<file path="config.mk">
export PLATFORM = sky130hd
export DESIGN_NAME = serial_pattern_tx_flat
export DESIGN_NICKNAME = d
export VERILOG_FILES = /design/src/rtl/serial_pattern_tx_if.sv /design/src/rtl/serial_pattern_tx.sv /design/src/flat_wrapper.sv
export SDC_FILE = /design/constraint.sdc
export NUM_CORES = 1
export LEC_CHECK = 0
export ABC_AREA = 1
export BUFFER_PORTS_ARGS = -buffer_cell sky130_fd_sc_hd__buf_2
export CORE_AREA = 2 2 67 76
export CTS_CLUSTER_SIZE = 28
export DETAILED_ROUTE_END_ITERATION = 8
export DIE_AREA = 0 0 69 78
export PLACE_DENSITY = 0.72
export SYNTH_ARGS = -nofsm -noshare
export SYNTH_HDL_FRONTEND = slang
export SYNTH_SLANG_ARGS = --single-unit
</file>
<file path="constraint.sdc">
create_clock -name clk -period 5.6 [get_ports clk]
set_clock_uncertainty 0.2 [all_clocks]
set_input_delay 0.56 -clock clk [delete_from_list [all_inputs] [get_ports clk]]
set_output_delay 0.56 -clock clk [all_outputs]
set_load 0.05 [all_outputs]
</file>
<file path="src/rtl/serial_pattern_tx_if.sv">
// Handshake and status bundle for the serial pattern transmitter.
interface serial_pattern_tx_if #(
    parameter int unsigned PATTERN_W = 5
);
    logic                 start;
    logic                 abort;
    logic [PATTERN_W-1:0] pattern;
    logic [7:0]           repeat_cnt;
    logic [3:0]           gap_len;
    logic                 x_out;
    logic                 bit_valid;
    logic                 busy;
    logic                 done;
    logic [3:0]           bit_idx;
    logic [7:0]           frames_sent;

    // Controller side: requests transfers and watches status.
    modport master (
        output start, abort, pattern, repeat_cnt, gap_len,
        input  x_out, bit_valid, busy, done, bit_idx, frames_sent
    );

    // Transmitter side.
    modport slave (
        input  start, abort, pattern, repeat_cnt, gap_len,
        output x_out, bit_valid, busy, done, bit_idx, frames_sent
    );
endinterface

</file>
<file path="src/rtl/serial_pattern_tx.sv">
// Bit-serial pattern transmitter: sends a latched word MSB-first, optionally
// repeating it with an idle gap between frames, and reports busy/done status.
module serial_pattern_tx #(
    parameter int unsigned          PATTERN_W       = 5,
    parameter logic                 GAP_LEVEL       = 1'b0,
    parameter logic [PATTERN_W-1:0] DEFAULT_PATTERN = PATTERN_W'(5'b10101)
) (
    input  logic                clk,
    input  logic                rst,
    serial_pattern_tx_if.slave  bus
);

    localparam logic [3:0] LAST_IDX = 4'(PATTERN_W - 1);

    typedef enum logic [1:0] {
        IDLE   = 2'd0,
        SEND   = 2'd1,
        GAP    = 2'd2,
        FINISH = 2'd3
    } state_t;

    state_t               state;
    logic [PATTERN_W-1:0] pat_q;
    logic [PATTERN_W-1:0] sh_q;
    logic [7:0]           n_q;
    logic [3:0]           g_q;
    logic [3:0]           gap_cnt;

    logic                 x_q;
    logic                 valid_q;
    logic                 busy_q;
    logic                 done_q;
    logic [3:0]           idx_q;
    logic [7:0]           fs_q;

    logic [7:0]           fs_inc;

    // Frame count after the frame now ending; held at 255 rather than wrapping.
    assign fs_inc = (fs_q == 8'hFF) ? 8'hFF : fs_q + 8'd1;

    // Transfer FSM with registered outputs; sh_q holds the bits still to send.
    always_ff @(posedge clk) begin
        if (rst) begin
            state   <= IDLE;
            pat_q   <= DEFAULT_PATTERN;
            sh_q    <= '0;
            n_q     <= 8'd1;
            g_q     <= 4'd0;
            gap_cnt <= 4'd0;
            x_q     <= GAP_LEVEL;
            valid_q <= 1'b0;
            busy_q  <= 1'b0;
            done_q  <= 1'b0;
            idx_q   <= 4'd0;
            fs_q    <= 8'd0;
        end else begin
            done_q <= 1'b0;
            case (state)
                IDLE: begin
                    x_q     <= GAP_LEVEL;
                    valid_q <= 1'b0;
                    idx_q   <= 4'd0;
                    if (bus.start) begin
                        pat_q   <= bus.pattern;
                        sh_q    <= bus.pattern << 1;
                        n_q     <= (bus.repeat_cnt == 8'd0) ? 8'd1 : bus.repeat_cnt;
                        g_q     <= bus.gap_len;
                        fs_q    <= 8'd0;
                        busy_q  <= 1'b1;
                        x_q     <= bus.pattern[PATTERN_W-1];
                        valid_q <= 1'b1;
                        state   <= SEND;
                    end
                end

                SEND: begin
                    if (bus.abort) begin
                        state   <= IDLE;
                        busy_q  <= 1'b0;
                        valid_q <= 1'b0;
                        x_q     <= GAP_LEVEL;
                        idx_q   <= 4'd0;
                    end else if (idx_q == LAST_IDX) begin
                        fs_q  <= fs_inc;
                        idx_q <= 4'd0;
                        if (fs_inc < n_q) begin
                            if (g_q != 4'd0) begin
                                state   <= GAP;
                                gap_cnt <= g_q;
                                valid_q <= 1'b0;
                                x_q     <= GAP_LEVEL;
                            end else begin
                                // Back-to-back frame: MSB follows LSB with no bubble.
                                x_q  <= pat_q[PATTERN_W-1];
                                sh_q <= pat_q << 1;
                            end
                        end else begin
                            state   <= FINISH;
                            done_q  <= 1'b1;
                            busy_q  <= 1'b0;
                            valid_q <= 1'b0;
                            x_q     <= GAP_LEVEL;
                        end
                    end else begin
                        x_q   <= sh_q[PATTERN_W-1];
                        sh_q  <= sh_q << 1;
                        idx_q <= idx_q + 4'd1;
                    end
                end

                GAP: begin
                    if (bus.abort) begin
                        state   <= IDLE;
                        busy_q  <= 1'b0;
                        valid_q <= 1'b0;
                        x_q     <= GAP_LEVEL;
                        idx_q   <= 4'd0;
                    end else if (gap_cnt == 4'd1) begin
                        state   <= SEND;
                        x_q     <= pat_q[PATTERN_W-1];
                        sh_q    <= pat_q << 1;
                        valid_q <= 1'b1;
                        idx_q   <= 4'd0;
                    end else begin
                        gap_cnt <= gap_cnt - 4'd1;
                    end
                end

                FINISH: begin
                    state <= IDLE;
                end

                default: begin
                    state <= IDLE;
                end
            endcase
        end
    end

    // Drive the registered state onto the interface.
    assign bus.x_out       = x_q;
    assign bus.bit_valid   = valid_q;
    assign bus.busy        = busy_q;
    assign bus.done        = done_q;
    assign bus.bit_idx     = idx_q;
    assign bus.frames_sent = fs_q;

endmodule

</file>
<file path="src/flat_wrapper.sv">
// flat-port wrapper written by rule: the top's interface ports become plain ports
module serial_pattern_tx_flat 
#(
    parameter int unsigned          PATTERN_W       = 5,
    parameter logic                 GAP_LEVEL       = 1'b0,
    parameter logic [PATTERN_W-1:0] DEFAULT_PATTERN = PATTERN_W'(5'b10101)
)
  (clk, rst, bus_start, bus_abort, bus_pattern, bus_repeat_cnt, bus_gap_len, bus_x_out, bus_bit_valid, bus_busy, bus_done, bus_bit_idx, bus_frames_sent);
  serial_pattern_tx_if #(.PATTERN_W(PATTERN_W)) bus_i ();
  input  logic clk;
  input  logic rst;
  input wire logic [$bits(bus_i.start)-1:0] bus_start;
  input wire logic [$bits(bus_i.abort)-1:0] bus_abort;
  input wire logic [$bits(bus_i.pattern)-1:0] bus_pattern;
  input wire logic [$bits(bus_i.repeat_cnt)-1:0] bus_repeat_cnt;
  input wire logic [$bits(bus_i.gap_len)-1:0] bus_gap_len;
  output wire logic [$bits(bus_i.x_out)-1:0] bus_x_out;
  output wire logic [$bits(bus_i.bit_valid)-1:0] bus_bit_valid;
  output wire logic [$bits(bus_i.busy)-1:0] bus_busy;
  output wire logic [$bits(bus_i.done)-1:0] bus_done;
  output wire logic [$bits(bus_i.bit_idx)-1:0] bus_bit_idx;
  output wire logic [$bits(bus_i.frames_sent)-1:0] bus_frames_sent;
  assign bus_i.start = bus_start;
  assign bus_i.abort = bus_abort;
  assign bus_i.pattern = bus_pattern;
  assign bus_i.repeat_cnt = bus_repeat_cnt;
  assign bus_i.gap_len = bus_gap_len;
  assign bus_x_out = bus_i.x_out;
  assign bus_bit_valid = bus_i.bit_valid;
  assign bus_busy = bus_i.busy;
  assign bus_done = bus_i.done;
  assign bus_bit_idx = bus_i.bit_idx;
  assign bus_frames_sent = bus_i.frames_sent;
  serial_pattern_tx #(.PATTERN_W(PATTERN_W), .GAP_LEVEL(GAP_LEVEL), .DEFAULT_PATTERN(DEFAULT_PATTERN)) u_core (.clk(clk), .rst(rst), .bus(bus_i));
endmodule
</file>
# Yosys cells after proc, flatten, opt, wreduce, memory -nomap -nowiden
# Index checks and enable logic that the tools add are counted.
[word_totals]
latchBits = 0
memories = 0
ram_bits = 0
reg_bits = 44
word_cells = 111
romBits = 0
in_bits = 21
output_inout_bits = 16
[op_classes]
eq_ne = 21
add_sub_neg = 3
n_mul = 0
n_bitwise = 2
order_cmp = 1
muxes = 57
n_div = 0
shift = 0
n_reduce_logical = 15
[ops]
columns = ["cell", "n"]
rows = [
  ["4-bit 2-to-1 mux", 10],
  ["8-bit 2-to-1 mux", 5],
  ["5-bit 2-to-1 mux", 7],
  ["1-bit 2-to-1 mux", 20],
  ["8-bit one-hot mux with 2 select lines", 1],
  ["5-bit one-hot mux with 3 select lines", 1],
  ["2-bit 2-to-1 mux", 7],
  ["7-bit AND reduction", 2],
  ["4-bit one-hot mux with 3 select lines", 1],
  ["4-bit AND reduction", 3],
  ["2-bit != test (second input constant)", 5],
  ["3-bit != test (second input constant)", 3],
  ["1-bit one-hot mux with 3 select lines", 3],
  ["8-bit by 1-bit adder with 8-bit output (second input constant)", 1],
  ["8-bit == test (second input constant)", 1],
  ["8-bit logical NOT", 1],
  ["8-bit < comparator", 1],
  ["2-bit by 1-bit != test with 1-bit output (second input constant)", 4],
  ["2-bit one-hot mux with 4 select lines", 1],
  ["4-bit one-hot mux with 2 select lines", 1],
  ["3-bit by 2-bit != test with 1-bit output (second input constant)", 2],
  ["5-bit AND reduction", 1],
  ["4-bit by 1-bit adder with 4-bit output (second input constant)", 1],
  ["2-bit == test (second input constant)", 2],
  ["other kinds (12)", 15],
]

# Logic depth before layout (Yosys ltp)
# Gate-level depths: netlist of run 1.
[depth]
word_depth = 7
mapped_depth = 18
depth_no_buf = 18

# Worst setup path after synthesis of run 1
# No wires, ideal clock.
[synth_timing]
kind = "register to register"
start = "register u_core.fs_q[0], in the netlist u_core.bus.frames_sent[0]"
end = "register u_core.state[1]"
path_stages_with_launch = 16
t_required_ps = 5272
setup_time_ps = 128
slack_ps = 2624
path_buffers = 0
t_arrival_ps = 2648
period_less_slack_ps = 2976
path_cell_list = "dfxtp_1 ha_1 nand2_2 nor2_4 nand3_1 a21oi_1 o21ai_0 ha_1 nand2_1 nor2_1 a211oi_4 nand4_2 nand2_1 nand2_1 nand2_1 nor2_1"
[synth_via]
elab_chain_len = 7
word_cells_on_any_way = 10
classes_between = "add/sub (1); order compare (1); eq/ne (2); mux (5); reduce/logical (1)"
[synth_rtl]
columns = ["item", "line", "rtl"]
rows = [
  ["from (decl)", "serial_pattern_tx.sv:34", "logic [7:0] fs_q;"],
  ["from (signal assigned)", "serial_pattern_tx.sv:84", "fs_q <= fs_inc;"],
  ["8-bit by 1-bit adder with 8-bit output or 8-bit == test (tied branches)", "serial_pattern_tx.sv:39", "assign fs_inc = (fs_q == 8'hFF) ? 8'hFF : fs_q + 8'd1;"],
  ["8-bit 2-to-1 mux *", "serial_pattern_tx.sv:39", ""],
  ["8-bit < comparator *", "serial_pattern_tx.sv:86", "if (fs_inc < n_q) begin"],
  ["2-bit 2-to-1 mux", "serial_pattern_tx.sv:86", ""],
  ["2-bit 2-to-1 mux", "serial_pattern_tx.sv:83", "end else if (idx_q == LAST_IDX) begin"],
  ["2-bit 2-to-1 mux", "serial_pattern_tx.sv:77", "if (bus.abort) begin"],
  ["2-bit one-hot mux with 4 select lines", "serial_pattern_tx.sv:58", "case (state)"],
  ["to (signal assigned)", "serial_pattern_tx.sv:78", "state <= IDLE;"],
  ["to (signal assigned)", "serial_pattern_tx.sv:88", "state <= GAP;"],
  ["to (signal assigned)", "serial_pattern_tx.sv:98", "state <= FINISH;"],
  ["to (decl)", "serial_pattern_tx.sv:22", "state_t state;"],
]
# Every way passes the cells marked *; elsewhere a longest branch is shown, timed or not. The select of a mux whose other input is x is not followed.
# A chain may end at the register's enable or synchronous reset.

# Worst setup path after layout of run 1
# Ends and elaborated chain as after synthesis.

==> results.cfg, run 1 <==
[synth]
ys_seq_area_share_pct = 34.8
synthesis.nets = 387
synth_edf_count = 0
async_flop_share_pct = 0
syn_inst = 350
yosys_warnings = 0
ys_seq_elements = 43
synth_ff_type = dfxtp_1
ys_types = 33
netlist_area_mm2 = 0.00247
postSynthAreaPerCell_um2 = 7.07

[final_layout]
area_growth_pct = 13.6
final_common_cell = nand2_1
antenna_cells = 0
final_cell_mix = 69 x nand2_1, 43 x dfxtp_1, 41 x inv_1
layout-drive-gt1-share_pct = 19.1
final_util_pct = 61.7
fin_nets = 423

[pwr]
vdd_drop_max_uv = 216
power.density_mw_per_mm2 = 458
leakage_uw = 0.00135

[global_route]
grt_pass1_wl_um = 9370
grt_pass1_vias = 2139
grt_overflow = 0
grt_util_all_layers_pct = 21.2
grt_max_degree = 30
antenna_found_initial = 0

[floorplan]
rows = 26
dieArea_mm2 = 0.00538
die_w_um = 69
coreArea_mm2 = 0.00455
ios = 37
die_h_um = 78
start_util_pct = 54.3

[outcome]
status = finished, final reports clean

[timing]
drv_slew = 0
worst_pin_slew_ns = 0.816
hold_violations = 0
relSlewSlack_pct = 45.6
setup_tns_ns = 0
fin_crit_ns = 2.84
timing.final.crit_share_pct = 50.8
setup_violations = 0
rsz0062_at_grt = no
fmaxAchievable_ghz = 0.352

[place]
portBuffers = 36
gp_congestion = 0.837
hpwl_um = 4030

[critical_path]
path_cells = ha_1 -> nand2_2 -> nor2_4 -> nand2_4 -> inv_1 -> a21oi_1 -> o21ai_0 -> ha_1 -> a21oi_1 -> nor2_1 -> a211oi_4 -> nand4_2 -> nand2_1 -> nand2_1 -> nand2_1 -> nor2_1
start_kind = flop
required_ns = 5.59
cp_slowest_cell = dfxtp_1
crit_top_cell = nand2_1
critical_path.max_stage_delay_ns = 0.43
path_class = flop to flop
cp_max_fo = 7
critPathArrivalTime_ns = 2.83
worst_setup_path_end_kind = flop

[flow_run]
drv_cap = 0

[cts]
cts_tree = yes
post-cts-setup-buffers = 0
clkLatencyLatePin_ns = 0.30
ctsHoldBuffers = 0
cts_resized = 0
h-tree-depth = 2
ctsLongestPathBuffers = 2
numCtsBuffers = 5
cts_root_buf = clkbuf_8
cts.sinks = 43
clk_pin_slew_ns = 0.09

[detailed_routing]
vias_per_cell = 5.19
drt_iter0_markers = 147
first_pass_iters = 4
avgRoutedWirePerCell_um = 12.3
drc_errors = 0
drtAntennaViolNets = 0
totalWireLength_um = 5440
vias = 2299

[min_path]
hold_class = flop to flop
critical path: cells and delay by family, from the launching register on:
| family | cells | cell delay (ns) |
|---|---|---|
| adders and majority gates | 2 | 0.51 |
| DFF | 1 | 0.43 |
| buffers and inverters | 1 | 0.09 |
| AOI/OAI and AO/OA | 4 | 0.59 |
| and+or+nand+nor | 9 | 0.90 |
cell families after synthesis:
family          after synthesis  share of synthesized area, %
simple gates                155                          29.9
compound gates               81                          18.4
buf+inv                      53                          8.09
flops                        43                          34.8
fa+ha+maj                    16                          8.09
xor+xnor                      2                         0.708
final timing paths:
path | startpoint | end | slack [ns] | cells past startpoint
worst max-delay path | u_core.bus.frames_sent[0]$_SDFFE_PP0P_ | u_core.state[1]$_SDFFE_PP0P_ | 2.76 | 16
worst min register to register | u_core.n_q[5]$_SDFFE_PP0P_ | u_core.n_q[5]$_SDFFE_PP0P_ | 0.27 | 2
worst min-delay path | u_core.n_q[5]$_SDFFE_PP0P_ | u_core.n_q[5]$_SDFFE_PP0P_ | 0.27 | 2
worst max register to register | u_core.bus.frames_sent[0]$_SDFFE_PP0P_ | u_core.state[1]$_SDFFE_PP0P_ | 2.76 | 16
layout make-up:
class / count / area [um2]
Sequential cell: 43 / 861
Tap cell: 56 / 70.1
Fill cell: 439 / 1750
Clock inverter: 3 / 43.8
Clock buffer: 5 / 68.8
Timing Repair Buffer: 36 / 180
Inverter: 46 / 173
Multi-Input combinational cell: 254 / 1410
power breakdown:
group / leakage (uW) / switching, uW / internal (uW) / total (uW)
logic: 0.000935 / 411 / 203 / 614
registers: 0.000353 / 44.5 / 382 / 427
clock network: 0.0000581 / 114 / 133 / 247
total: 0.00135 / 570 / 718 / 1290
registers in the layout, indices dropped and copies added (netlist names):
signal and cells:
u_core.bus.busy 1, u_core.n_q 8, u_core.gap_cnt 4, u_core.g_q 4
u_core.state 2, u_core.pat_q 5, u_core.bus.bit_valid 1, u_core.bus.bit_idx 4
u_core.bus.x_out 1, u_core.bus.frames_sent 8, u_core.bus.done 1, u_core.sh_q 4
Yosys cell counts (2+ instances only):
master	number	area share, %
nor2_2	7	1.8
nand2_4	8	3.6
o22ai_1	2	0.51
xor2_1	2	0.71
nor2_1	38	5.8
nor2_4	2	0.91
inv_2	5	0.76
o21a_1	4	1.2
dfxtp_1	43	35
a21oi_1	30	6.1
o21ai_0	26	5.3
nor3_1	6	1.2
clkbuf_1	5	0.76
o21ai_1	9	1.8
inv_1	41	6.2
nand2_2	3	0.76
nand3_1	14	2.8
ha_1	16	8.1
nand2_1	69	10
nand4_1	2	0.51
o211ai_1	6	1.8
per-layer routing:
metal	track usage (%)	wire, um
met2	34.4	2500
met5	0	0
met4	9.22	124
met3	4.55	225
met1	27.1	2590
metrics by stage:
stage | setup WS (ns) | cells | cell area [um2] | power (uW) | hold slack [ns]
6_report | 2.76 | 443 | 2810 | 1290 | 0.268
5_1_grt | 2.46 | 443 | 2810 | 1400 | 0.283
4_1_cts | 2.78 | 443 | 2810 | 1290 | 0.267
3_5_place_dp | 2.80 | 435 | 2700 | 1040 | 0.253
3_3_place_gp | 2.89 | 435 | 2700 | 1030 | 0.246
2_1_floorplan | 2.62 | 350 | 2470 | 919 | 0.230
Note: power is estimated with default switching activity, not from simulation.
==> run 2: changes to the inputs <==
- CORE_AREA: 2 2 67 76 -> 2 2 70 79
- DIE_AREA: 0 0 69 78 -> 0 0 72 81
- PLACE_DENSITY: 0.72 -> 0.69
- clock period: 5.6 -> 2.4 ns (I/O delays scaled with it)
==> run 2 against run 1 <==
  * The flow now finishes with violations (negative setup slack)
  * Flip-flop and latch count is the same
  * Final area is 17% higher
  * Via count up 7.2%
  * Critical endpoint is now u_core.sh_q[1]$_SDFFE_PP0P_
  * Worst hold slack got worse by 0.25 ns
  * Combinational power rose to 2.6 times the previous value
  * Power grew 140%
  * Largest power group unchanged
==> results.cfg, run 2 (synthesis results as in run 1) <==
[outcome]
status = complete, but fails checks
violations = negative setup slack

[min_path]
hp-start = bus_repeat_cnt[0]
hold_class = input port to flop

[timing]
timing.final.crit_share_pct = 108
drv_slew = 0
hold_violations = 0
worst_pin_slew_ns = 0.742
whs_ns = 0.0221
fin_crit_ns = 2.60
relSlewSlack_pct = 50.3
fin_ws_ns = -0.202
rsz0062_at_grt = yes
setup_violations = 15
fmaxAchievable_ghz = 0.384

[pwr]
power.density_mw_per_mm2 = 937
vdd_drop_max_uv = 651
leakage_uw = 0.00159

[global_route]
grt_overflow = 0
use_met2_pct = 37.7
grt_pass1_wl_um = 9780
grt_pass1_vias = 2217
use_met3_pct = 3.85
grt_util_all_layers_pct = 21.2
use_met1_pct = 26.4
grt_max_degree = 17
antenna_found_initial = 0
grt_busiest_layer = met2

[critical_path]
reg2reg_depth = 14
rr_endpoint = u_core.sh_q[1]$_SDFFE_PP0P_
start_kind = flop
critPathArrivalTime_ns = 2.59
path_class = flop to flop
r2r-start = u_core.bus.frames_sent[0]$_SDFFE_PP0P_
required_ns = 2.39
worst_setup_path_end_kind = flop
crit_path_start = u_core.bus.frames_sent[0]$_SDFFE_PP0P_
critical_path.endpoint = u_core.sh_q[1]$_SDFFE_PP0P_
cp_max_fo = 5
reg2reg_slack_ns = -0.20

[cts]
cts_root_buf = clkbuf_8
numCtsBuffers = 5
ctsLongestPathBuffers = 2
clk_pin_slew_ns = 0.08
cts_tree = yes
cts.sinks = 43
clkLatencyLatePin_ns = 0.29
h-tree-depth = 2

[final_layout]
nFillCells = 469
final_common_cell = nand2_1
area_growth_pct = 32.6
layout-drive-gt1-share_pct = 33.1
antenna_cells = 0
fin_nets = 462
final_cell_mix = 66 x nand2_1, 40 x inv_1, 36 x nor2_1, 36 x buf_2, 35 x dfxtp_1

[detailed_routing]
totalWireLength_um = 6020
vias_per_cell = 5.07
drc_errors = 0
drtAntennaViolNets = 0
drt_iter0_markers = 101
avgRoutedWirePerCell_um = 12.4
first_pass_iters = 4
vias = 2465

[floorplan]
start_util_pct = 48.0
dieArea_mm2 = 0.00583
die_w_um = 72
die_h_um = 81
rows = 28
ios = 37
coreArea_mm2 = 0.00515

[flow_run]
drv_cap = 0

[place]
gp_congestion = 0.860
hpwl_um = 4260
portBuffers = 36
place_ws_ns = -0.245
## run 2: what timing repair did
item,in CTS,in global routing
hold buffers,5,0
setup buffers,11,2
endpoints found under the hold margin,5,0
setup endpoints to repair,14,15
pin swaps,18,3
resized for setup,11,22
## run 2: worst max-delay path: stages, from the launching register on
cell and delay (ns):
dfxtp_4 0.39, ha_4 0.15, nand2_4 0.05, nor2_4 0.14, nand2_4 0.07, buf_6 0.12, nand3b_1 0.13, ha_1 0.29
buf_6 0.13, a211oi_4 0.33, nand2_4 0.12, nand2_4 0.10, nand2_8 0.07, o21ai_2 0.13, nor2_1 0.06
## run 2: where the power goes
group / leakage [uW] / total, uW / switching, uW / internal, uW
combinational: 0.00118 / 1580 / 1030 / 552
clock: 0.0000515 / 502 / 239 / 263
sequential: 0.000358 / 990 / 102 / 888
total: 0.00159 / 3080 / 1370 / 1700
## run 2: how the worst min path moves through the flow
| stage | to | slack, ns | cells after the start |
|---|---|---|---|
| global route | u_core.n_q[0]$_SDFFE_PP1P_ | 0.03 | 3 |
| global placement | u_core.pat_q[1]$_SDFFE_PP0P_ | 0.24 | 2 |
| floorplan | u_core.bus.done$_SDFF_PP0_ | 0.12 | 1 |
| CTS | u_core.n_q[0]$_SDFFE_PP1P_ | 0.02 | 3 |
| detailed placement | u_core.pat_q[1]$_SDFFE_PP0P_ | 0.24 | 2 |
| finish | u_core.n_q[0]$_SDFFE_PP1P_ | 0.02 | 3 |
## run 2: layer usage
layer	part of all wire (%)	vias up
met2	52	51
met4	1.1	0
met3	2.8	8
met1	44	1118
met5	0	-
li1	-	1288
## run 2: metrics by stage
stage          instances  power (uW)  instance area, um2  utilization (%)  TNS (ns)
2_1_floorplan        350        2150                2520                -     -2.15
3_3_place_gp         460        2450                2900             56.3     -2.29
3_5_place_dp         460        2470                2900             56.3     -2.93
4_1_cts              484        3020                3170             61.5     -1.23
5_1_grt              486        3330                3280             63.7     -4.25
6_report             486        3080                3280             63.7     -2.38
## run 2: layout make-up
class                   count  area [um2]  area share [%]
clock buffers               8         100            3.05
inverters                  46         180            5.49
multi-input cells         254        1550            47.4
flip-flops and latches     43         878            26.8
well taps                  60        75.1            2.29
repair buffers             75         493            15.0
